## src/rtl/score_display_ctrl.sv

```systemverilog
// score_display_ctrl: pong scoreboard sequencer.
// Owns both player scores, runs a frame-timed flash/enlarge animation on the
// scoring digit(s), and latches a game-over state until a new game is requested.
// Optional feature macro: SCORE_ATTRACT_PULSE_EN. When it is defined, the winning
// digit(s) pulse their scale in the game-over state. When it is not defined, the
// winning digit(s) hold a static enlarged size.
module score_display_ctrl #(
  parameter int unsigned WIN_SCORE    = 9,
  parameter int unsigned BASE_SCALE   = 3,
  parameter int unsigned BIG_SCALE    = 4,
  parameter int unsigned FLASH_FRAMES = 60,
  parameter int unsigned FLASH_PERIOD = 8,
  parameter logic [7:0]  FG_COLOR     = 8'hFF,
  parameter logic [7:0]  FLASH_COLOR  = 8'hE0
) (
  input  logic       clk,
  input  logic       reset,
  input  logic       frame_tick,
  input  logic       point_left,
  input  logic       point_right,
  input  logic       clear,
  output logic [3:0] left_value,
  output logic [3:0] right_value,
  output logic [3:0] left_scale,
  output logic [3:0] right_scale,
  output logic [7:0] left_color,
  output logic [7:0] right_color,
  output logic       busy,
  output logic       game_over,
  output logic [1:0] winner
);

  localparam int unsigned CW = $clog2(FLASH_FRAMES + 1);

  localparam logic [1:0] ST_PLAY  = 2'd0;
  localparam logic [1:0] ST_FLASH = 2'd1;
  localparam logic [1:0] ST_OVER  = 2'd2;

  localparam logic [3:0]    BASE_C   = 4'(BASE_SCALE);
  localparam logic [3:0]    BIG_C    = 4'(BIG_SCALE);
  localparam logic [3:0]    WIN_C    = 4'(WIN_SCORE);
  localparam logic [CW-1:0] FRAMES_C = CW'(FLASH_FRAMES);

`ifdef SCORE_ATTRACT_PULSE_EN
  localparam int unsigned PW    = $clog2(FLASH_PERIOD + 1);
  localparam logic [PW-1:0] PER_C = PW'(FLASH_PERIOD);
  logic [PW-1:0] pcnt_q, pcnt_d, pcnt_inc;
`endif

  // Game state
  logic [1:0]    state_q, state_d;
  logic [3:0]    left_q, left_d;
  logic [3:0]    right_q, right_d;
  logic [1:0]    mask_q, mask_d;      // bit0 = left digit, bit1 = right digit
  logic          phase_q, phase_d;
  logic [CW-1:0] cnt_q, cnt_d, cnt_inc;

  // Registered display outputs
  logic [3:0] left_scale_q, left_scale_d, right_scale_q, right_scale_d;
  logic [7:0] left_color_q, left_color_d, right_color_q, right_color_d;
  logic       busy_q, busy_d, game_over_q, game_over_d;
  logic [1:0] winner_q, winner_d;
  logic       left_win_d, right_win_d;
  logic [11:0] left_style_d, right_style_d;

  // Score increment that saturates at the largest displayable digit
  function automatic logic [3:0] sat_inc(input logic [3:0] v);
    logic [3:0] r;
    if (v >= 4'd9) begin
      r = 4'd9;
    end else begin
      r = v + 4'd1;
    end
    return r;
  endfunction

  // Scale/colour of one digit for a given state, as {scale, colour}
  function automatic logic [11:0] digit_style(input logic [1:0] st, input logic masked,
                                              input logic won, input logic ph);
    logic [11:0] s;
    s = {BASE_C, FG_COLOR};
    case (st)
      ST_FLASH: begin
        if (masked) begin
          s = {BIG_C, (ph ? FLASH_COLOR : FG_COLOR)};
        end else begin
          s = {BASE_C, FG_COLOR};
        end
      end
      ST_OVER: begin
        if (won) begin
`ifdef SCORE_ATTRACT_PULSE_EN
          s = {(ph ? BIG_C : BASE_C), FLASH_COLOR};
`else
          s = {BIG_C, FLASH_COLOR};
`endif
        end else begin
          s = {BASE_C, FG_COLOR};
        end
      end
      default: s = {BASE_C, FG_COLOR};
    endcase
    return s;
  endfunction

  // Next-state logic: scoring, animation timing and win resolution
  always_comb begin
    state_d = state_q;
    left_d  = left_q;
    right_d = right_q;
    mask_d  = mask_q;
    phase_d = phase_q;
    cnt_d   = cnt_q;
    cnt_inc = cnt_q + {{(CW-1){1'b0}}, 1'b1};
`ifdef SCORE_ATTRACT_PULSE_EN
    pcnt_d   = pcnt_q;
    pcnt_inc = pcnt_q + {{(PW-1){1'b0}}, 1'b1};
`endif
    if (clear) begin
      state_d = ST_PLAY;
      left_d  = 4'd0;
      right_d = 4'd0;
      mask_d  = 2'b00;
      phase_d = 1'b0;
      cnt_d   = {CW{1'b0}};
`ifdef SCORE_ATTRACT_PULSE_EN
      pcnt_d  = {PW{1'b0}};
`endif
    end else begin
      case (state_q)
        ST_PLAY: begin
          if (point_left || point_right) begin
            if (point_left) begin
              left_d = sat_inc(left_q);
            end else begin
              left_d = left_q;
            end
            if (point_right) begin
              right_d = sat_inc(right_q);
            end else begin
              right_d = right_q;
            end
            mask_d  = {point_right, point_left};
            cnt_d   = {CW{1'b0}};
            phase_d = 1'b1;
            state_d = ST_FLASH;
          end else begin
            state_d = ST_PLAY;
          end
        end
        ST_FLASH: begin
          // Point pulses are dropped while animating
          if (frame_tick) begin
            cnt_d = cnt_inc;
            if ((32'(cnt_inc) % FLASH_PERIOD) == 32'd0) begin
              phase_d = ~phase_q;
            end else begin
              phase_d = phase_q;
            end
            if (cnt_inc == FRAMES_C) begin
              mask_d = 2'b00;
              cnt_d  = {CW{1'b0}};
              if ((left_q >= WIN_C) || (right_q >= WIN_C)) begin
                state_d = ST_OVER;
                phase_d = 1'b1;   // attract pulse starts enlarged
`ifdef SCORE_ATTRACT_PULSE_EN
                pcnt_d  = {PW{1'b0}};
`endif
              end else begin
                state_d = ST_PLAY;
                phase_d = 1'b0;
              end
            end else begin
              state_d = ST_FLASH;
            end
          end else begin
            state_d = ST_FLASH;
          end
        end
        ST_OVER: begin
          state_d = ST_OVER;
`ifdef SCORE_ATTRACT_PULSE_EN
          if (frame_tick) begin
            if (pcnt_inc == PER_C) begin
              pcnt_d  = {PW{1'b0}};
              phase_d = ~phase_q;
            end else begin
              pcnt_d  = pcnt_inc;
            end
          end else begin
            pcnt_d = pcnt_q;
          end
`endif
        end
        default: begin
          state_d = ST_PLAY;
          mask_d  = 2'b00;
          phase_d = 1'b0;
          cnt_d   = {CW{1'b0}};
        end
      endcase
    end
  end

  // Output decode from next-state values so every output is a register
  always_comb begin
    left_win_d    = (left_d >= WIN_C);
    right_win_d   = (right_d >= WIN_C);
    left_style_d  = digit_style(state_d, mask_d[0], left_win_d, phase_d);
    right_style_d = digit_style(state_d, mask_d[1], right_win_d, phase_d);
    left_scale_d  = left_style_d[11:8];
    left_color_d  = left_style_d[7:0];
    right_scale_d = right_style_d[11:8];
    right_color_d = right_style_d[7:0];
    busy_d        = (state_d == ST_FLASH);
    game_over_d   = (state_d == ST_OVER);
    if (state_d == ST_OVER) begin
      winner_d = {right_win_d, left_win_d};
    end else begin
      winner_d = 2'b00;
    end
  end

  // State and output registers with asynchronous active-low reset
  always_ff @(posedge clk or negedge reset) begin
    if (!reset) begin
      state_q       <= ST_PLAY;
      left_q        <= 4'd0;
      right_q       <= 4'd0;
      mask_q        <= 2'b00;
      phase_q       <= 1'b0;
      cnt_q         <= {CW{1'b0}};
`ifdef SCORE_ATTRACT_PULSE_EN
      pcnt_q        <= {PW{1'b0}};
`endif
      left_scale_q  <= BASE_C;
      right_scale_q <= BASE_C;
      left_color_q  <= FG_COLOR;
      right_color_q <= FG_COLOR;
      busy_q        <= 1'b0;
      game_over_q   <= 1'b0;
      winner_q      <= 2'b00;
    end else begin
      state_q       <= state_d;
      left_q        <= left_d;
      right_q       <= right_d;
      mask_q        <= mask_d;
      phase_q       <= phase_d;
      cnt_q         <= cnt_d;
`ifdef SCORE_ATTRACT_PULSE_EN
      pcnt_q        <= pcnt_d;
`endif
      left_scale_q  <= left_scale_d;
      right_scale_q <= right_scale_d;
      left_color_q  <= left_color_d;
      right_color_q <= right_color_d;
      busy_q        <= busy_d;
      game_over_q   <= game_over_d;
      winner_q      <= winner_d;
    end
  end

  assign left_value  = left_q;
  assign right_value = right_q;
  assign left_scale  = left_scale_q;
  assign right_scale = right_scale_q;
  assign left_color  = left_color_q;
  assign right_color = right_color_q;
  assign busy        = busy_q;
  assign game_over   = game_over_q;
  assign winner      = winner_q;

endmodule

```

## config.mk

```make
export PLATFORM = sky130hd
export DESIGN_NAME = score_display_ctrl
export DESIGN_NICKNAME = d
export VERILOG_FILES = /design/src/rtl/score_display_ctrl.sv
export SDC_FILE = /design/constraint.sdc
export NUM_CORES = 1
export LEC_CHECK = 0
export CORE_MARGIN = 1
export CORE_UTILIZATION = 46
export CTS_CLUSTER_DIAMETER = 100
export DETAILED_ROUTE_END_ITERATION = 10
export HOLD_SLACK_MARGIN = 0.06
export PLACE_DENSITY = 0.77
export SLEW_MARGIN = 25
export SYNTH_ARGS = -nofsm -noshare
export SYNTH_HDL_FRONTEND = slang
export SYNTH_SLANG_ARGS = --single-unit
```

## constraint.sdc

```tcl
create_clock -name clk -period 2.35 [get_ports clk]
set_input_delay 0.705 -clock clk [delete_from_list [all_inputs] [get_ports clk]]
set_output_delay 0.705 -clock clk [all_outputs]
set_load 0.05 [all_outputs]
```

Yosys cells after proc, flatten, opt, wreduce, memory -nomap -nowiden:

Cells that the tools add are included.

* output and inout bits: 36
* word-level logic and storage cells: 75
* RAM bits: 0
* memory bits (read-only): 0
* register bits after elaboration: 47
* memories kept: 0
* latch bits: 0
* input bits: 6

* $lt $le $gt $ge: 4
* divide/modulo/power cells: 0
* reductions and logical operators: 5
* mux-type cells: 41
* $add $sub $neg: 3
* shift-type cells: 0
* bitwise operators: 1
* eq/ne operators: 8
* multipliers: 0

Operator list (count)
* $pmux 12 s2: 2
* $mux 11: 4
* $mux 4: 10
* $logic_not 32->1: 1
* $mux 6: 4
* $mux 2: 9
* $pmux 6 s3: 1
* $ge 4x4->1 const B: 4
* $pmux 2 s3: 2
* $add 4x1->4 const B: 2
* $mux 1: 7
* $add 6x1->6 const B: 1
* $eq 6x6->1 const B: 1
* $ne 3x3->1 const B: 2
* $mux 5: 1
* $eq 2x1->1 const B: 2
* $eq 2x2->1 const B: 2
* $pmux 1 s3: 1
* $reduce_and 3->1: 1
* $logic_not 2->1: 1
* $logic_or 1x1->1: 2
* $ne 2x2->1 const B: 1
* $not 1->1: 1

Logic depth before layout (Yosys ltp):

Gate-level depths: netlist (run 1).

* depth after elaboration: 10
* depth in mapped cells: 10
* mapped depth without buffers: 10

Worst setup path before layout (run 1):

OpenSTA, ideal clock, no wires.

* path type: reg-to-reg
* from: register right_q[0], in the netlist right_value[0]
* to: register left_color_q[3], in the netlist left_color[3]
* data required time: 2.267 ns
* clock period less this slack: 2.583 ns
* cell stages (with the launch flop): 9
* buffers on the path: 0
* setup slack: -0.233 ns
* arrival: 2.500 ns
* cell sequence: dfrtp_1 > inv_1 > ha_1 > or3b_4 > a22oi_1 > or3_1 > a21oi_1 > ha_1 > a221o_1

RTL lines
* start, declared: RTL line 53 `logic [3:0] right_q, right_d;`
* start signal, assigned: RTL line 246 `right_q <= right_d;`
* $ge 4x4->1 *: RTL line 163 `if ((left_q >= WIN_C) || (right_q >= WIN_C)) begin`
* $logic_or 1x1->1 *: RTL line 163
* $mux 2 *: RTL line 163
* $mux 2 *: RTL line 160 `if (cnt_inc == FRAMES_C) begin`
* $mux 2 *: RTL line 153 `if (frame_tick) begin`
* $pmux 2 s3 *: RTL line 130 `case (state_q)`
* $mux 2 *: RTL line 119 `if (clear) begin`
* named net state_d[1]: RTL line 51 `logic [1:0] state_q, state_d;`
* $eq 2x2->1 / $eq 2x1->1 (equally long branches): RTL line 82 `case (st)`
* $pmux 12 s2 *: RTL line 82
* end signal, assigned: RTL line 255 `left_color_q <= left_color_d;`
* end, declared: RTL line 60 `logic [7:0] left_color_q, left_color_d, right_color_q, right_color_d;`

Mark *: on every way through the listed nets, which the timed path passes. The rest lies on a longest branch.
A chain may end at the register's enable or synchronous reset.

Worst setup path in the final report (run 1):

* from: register cnt_q[1]
* to: register right_scale_q[1], in the netlist right_scale[1]

* cells in the longest elaborated chain, start to end: 8

Ends and longest elaborated chain
* start, declared: RTL line 56 `logic [CW-1:0] cnt_q, cnt_d, cnt_inc;`
* start signal, assigned: RTL line 232 `cnt_q <= {CW{1'b0}};`
* start signal, assigned: RTL line 249 `cnt_q <= cnt_d;`
* $add 6x1->6: RTL line 114 `cnt_inc = cnt_q + {{(CW-1){1'b0}}, 1'b1};`
* $eq 6x6->1: RTL line 160
* $mux 2: RTL line 160
* $mux 2: RTL line 153
* $pmux 2 s3: RTL line 130
* $mux 2: RTL line 119
* $eq 2x1->1
* named net busy_d: RTL line 61 `logic busy_q, busy_d, game_over_q, game_over_d;`
* $pmux 12 s2: RTL line 82
* end signal, assigned: RTL line 254 `right_scale_q <= right_scale_d;`
* end, declared: RTL line 59 `logic [3:0] left_scale_q, left_scale_d, right_scale_q, right_scale_d;`

The timed path passes the listed nets, and every way through them passes these cells.

==> impl_summary.log, run 1 <==
[metrics] portion of the clock cycle consumed by the worst path in the final layout: 100%
[metrics] max-cap violations: 0
[metrics] cell type with the largest total area after synthesis: dfrtp_1
[metrics] area of the die: 4430 sq um
[metrics] # fillers: 331
[metrics] portion of synthesized cell area occupied by the leading cell type: 32.6%
[metrics] Leak: 1.15 nW
[metrics] worst-margin pin slew: 502 ps
[metrics] clock latency at the later pin of the worst-skew pair: 280 ps
[metrics] pin count of the biggest net entering global routing: 30
[metrics] Clock transition at path regs: 60 ps
[metrics] placed wire-length estimate after detailed placement: 3.19 mm
[metrics] synthesis-to-layout area growth: 36.1%
[metrics] Final Power: 1.31 mW
[metrics] highest-count cells in the layout ignoring fill and taps: buf_4, dfrtp_1, clkdlybuf4s50_1
[metrics] setup violators final: 0
[metrics] Core Rows: 23
[metrics] Post-Synthesis Mean Instance Area: 9.89 sq um
[metrics] leading register cell type out of synthesis: dfrtp_1
[metrics] largest fanout on the critical path: 7
[metrics] global-route wire length before repair: 6.93 mm
[metrics] path type of the worst setup path: reg -> reg
[metrics] Max H-tree Level: 2
[metrics] final instance area: 2610 sq um
[metrics] PortBufs: 33
[metrics] clock buffer count from CTS: 5
[metrics] setup TNS: 0 ps
[metrics] vertical extent of the die: 66.6 um
[metrics] number of enable-type register cells in the synthesized netlist: 0
[metrics] cell types with the largest area share after synthesis: dfrtp_1, buf_4, ha_1
[metrics] number of sinks on the clock net: 29
[metrics] post-synthesis sequential element count: 29
[metrics] remaining antenna violation count: 0
[metrics] cts hold-fix bufs: 0
[metrics] drt via density: 5.39
[metrics] DRC Markers: 0
[metrics] final critical-path required period: 2350 ps
[metrics] Hold/Removal Path Class: reg -> reg
[metrics] type of origin of the critical path: register
[metrics] # nets final: 272
[metrics] router iterations before antenna repair: 4
[metrics] chip width: 66.6 um
[metrics] total standard cell area after synthesis: 1920 sq um
[metrics] number of pins exceeding their max-slew limit in the final report: 0
[metrics] peak supply drop: 0.225 mV
[metrics] max frequency: 0.426 GHz
[metrics] Synthesis Warnings: 0
[metrics] clk buf depth: 2
[metrics] share of synthesized area occupied by flip-flops and latches: 38.1%
[metrics] aggregate global routing overflow: 0
[metrics] placed instance area: 2420 sq um
[metrics] Multi-input gate area: 1090 sq um
[metrics] vias in the first global route: 1539
[metrics] nature of the critical path endpoint: register
[metrics] CTS tree: built
[metrics] final hold slack: 559 ps
[metrics] final hold vios: 0
[metrics] unrepaired setup endpoints after global routing: yes
[metrics] routed via count: 1656
[metrics] arrival time at the worst endpoint: 2560 ps
[metrics] Placed Cells incl. Taps: 294
[metrics] proportion of synthesized flip-flops having asynchronous set or reset: 100%
[metrics] share of layout cells above drive strength 1: 39.3%
[metrics] initial detailed-routing violation count: 106
[metrics] Synth cell types: 50
[metrics] status: completed
[metrics] final wirelength: 4.36 mm
[metrics] initial antenna violation count: 0
[metrics] # diodes: 0
[metrics] total global-route track usage: 21.3%
[metrics] area inside the core boundary: 4000 sq um
[metrics] final std cells w/o fill: 307
[metrics] number of placed I/O pins: 42
[metrics] number of instances in the synthesized netlist: 194
[metrics] root buffer selected by CTS: clkbuf_8
[metrics] most common cell after layout, fill and taps aside: buf_4
[metrics] area occupied by registers: 737 sq um
[metrics] gp weighted congestion: 0.842
[metrics] initial standard-cell utilization of the core: 48.0%
[metrics] detail-routed net length per standard cell: 14.2 um
[metrics] Slew headroom: 66.5%
[metrics] CP required: 2560 ps
[metrics] power density over the cells: 500 nW/um^2
[metrics] worst clock skew: 5.78 ps
[power by group]
group / switching [mW] / total [mW] / internal, mW / leakage, nW
Combinational: 0.232 / 0.369 / 0.137 / 0.736
Sequential: 0.0198 / 0.543 / 0.523 / 0.374
Clock: 0.184 / 0.394 / 0.210 / 0.0395
[path summary, 6_finish.rpt]
path | start | end | slack (ps) | depth (start not counted)
max | cnt_q[1] | right_scale[1] | 0.6 | 9
min | left_value[0] | left_value[0] | 560 | 1
max reg2reg | cnt_q[1] | right_scale[1] | 0.6 | 9
min reg2reg | left_value[0] | left_value[0] | 560 | 1
max in group asynchronous | reset | right_scale[1] | 1230 | 2
min in group asynchronous | reset | cnt_q[2] | 810 | 2
[registers in the layout, summed over array words and instances (netlist names)]
name,count
game_over,1
state_q,2
busy,1
right_value,4
right_color,1
left_color,1
left_value,4
mask_q,2
cnt_q,6
winner,2
right_scale,2
phase_q,1
left_scale,2
[worst max-delay path, stage by stage, from the launching register on]
cell,delay [ps]
dfrtp_1,410
ha_4,180
ha_4,270
nand3_4,80
a21oi_4,160
nand2_2,70
or3_4,390
a21o_1,200
ha_4,180
a221o_1,320
[what timing repair did]
action,CTS,global route
resized for setup,7,7
pin swaps,1,4
endpoints found under the setup margin,6,7
setup buffers,2,3
[metal layers]
metal | part of all wire (%) | wire length [um] | GRT usage (%) | up-vias
li1 | - | - | - | 791
met1 | 42 | 1820 | 25.0 | 793
met2 | 52 | 2250 | 36.4 | 62
met3 | 5.3 | 230 | 5.82 | 10
met4 | 1.4 | 59 | 8.24 | 0
met5 | 0 | 0 | 0 | -
[stage by stage]
step,worst slack [ps],utilization (%)
after CTS,-6.24,64.0
after global routing,-58.8,65.3
after detailed placement,-259,60.6
after floorplan,-19.8,-
after global placement,-165,60.6
final,0.596,65.3
[cells in the mapped netlist (3+ instances only)]
cell type,n
buf_4,19
inv_1,14
o21ai_0,10
nor3_1,3
nor2_1,8
a21oi_1,7
a41oi_1,3
nand3b_1,4
nand2_1,13
or3b_4,4
a221o_1,5
dfstp_2,4
a31oi_1,4
dfrtp_1,25
and3_1,4
nand3_1,10
ha_1,10
[logic make-up after synthesis]
family	Yosys count	share of synthesized area (%)
buffers and inverters	37	11.4
XOR/XNOR	3	1.76
AND/OR/NAND/NOR	62	19.8
AO/OA/AOI/OAI	51	22.0
flip-flops	29	38.1
adder cells (fa/ha/maj)	10	6.52
other	2	0.391
[cell type report]
class                   count  share of cell area, %
clock buffers               8                   3.07
inverters                  14                   2.01
multi-input cells         134                   41.8
flip-flops and latches     29                   28.2
well taps                  50                   2.39
repair buffers             72                   22.6
(Power assumes the default switching activity.)
==> inputs of run 2 (changes only) <==
--- a/config.mk
+++ b/config.mk
@@ -5,7 +5,6 @@
 export SDC_FILE = /design/constraint.sdc
 export NUM_CORES = 1
 export LEC_CHECK = 0
-export CORE_MARGIN = 1
 export CORE_UTILIZATION = 46
 export CTS_CLUSTER_DIAMETER = 100
 export DETAILED_ROUTE_END_ITERATION = 10
==> results of run 2 <==
Same layout as run 1: the final DEF is identical, and so are final timing and power.
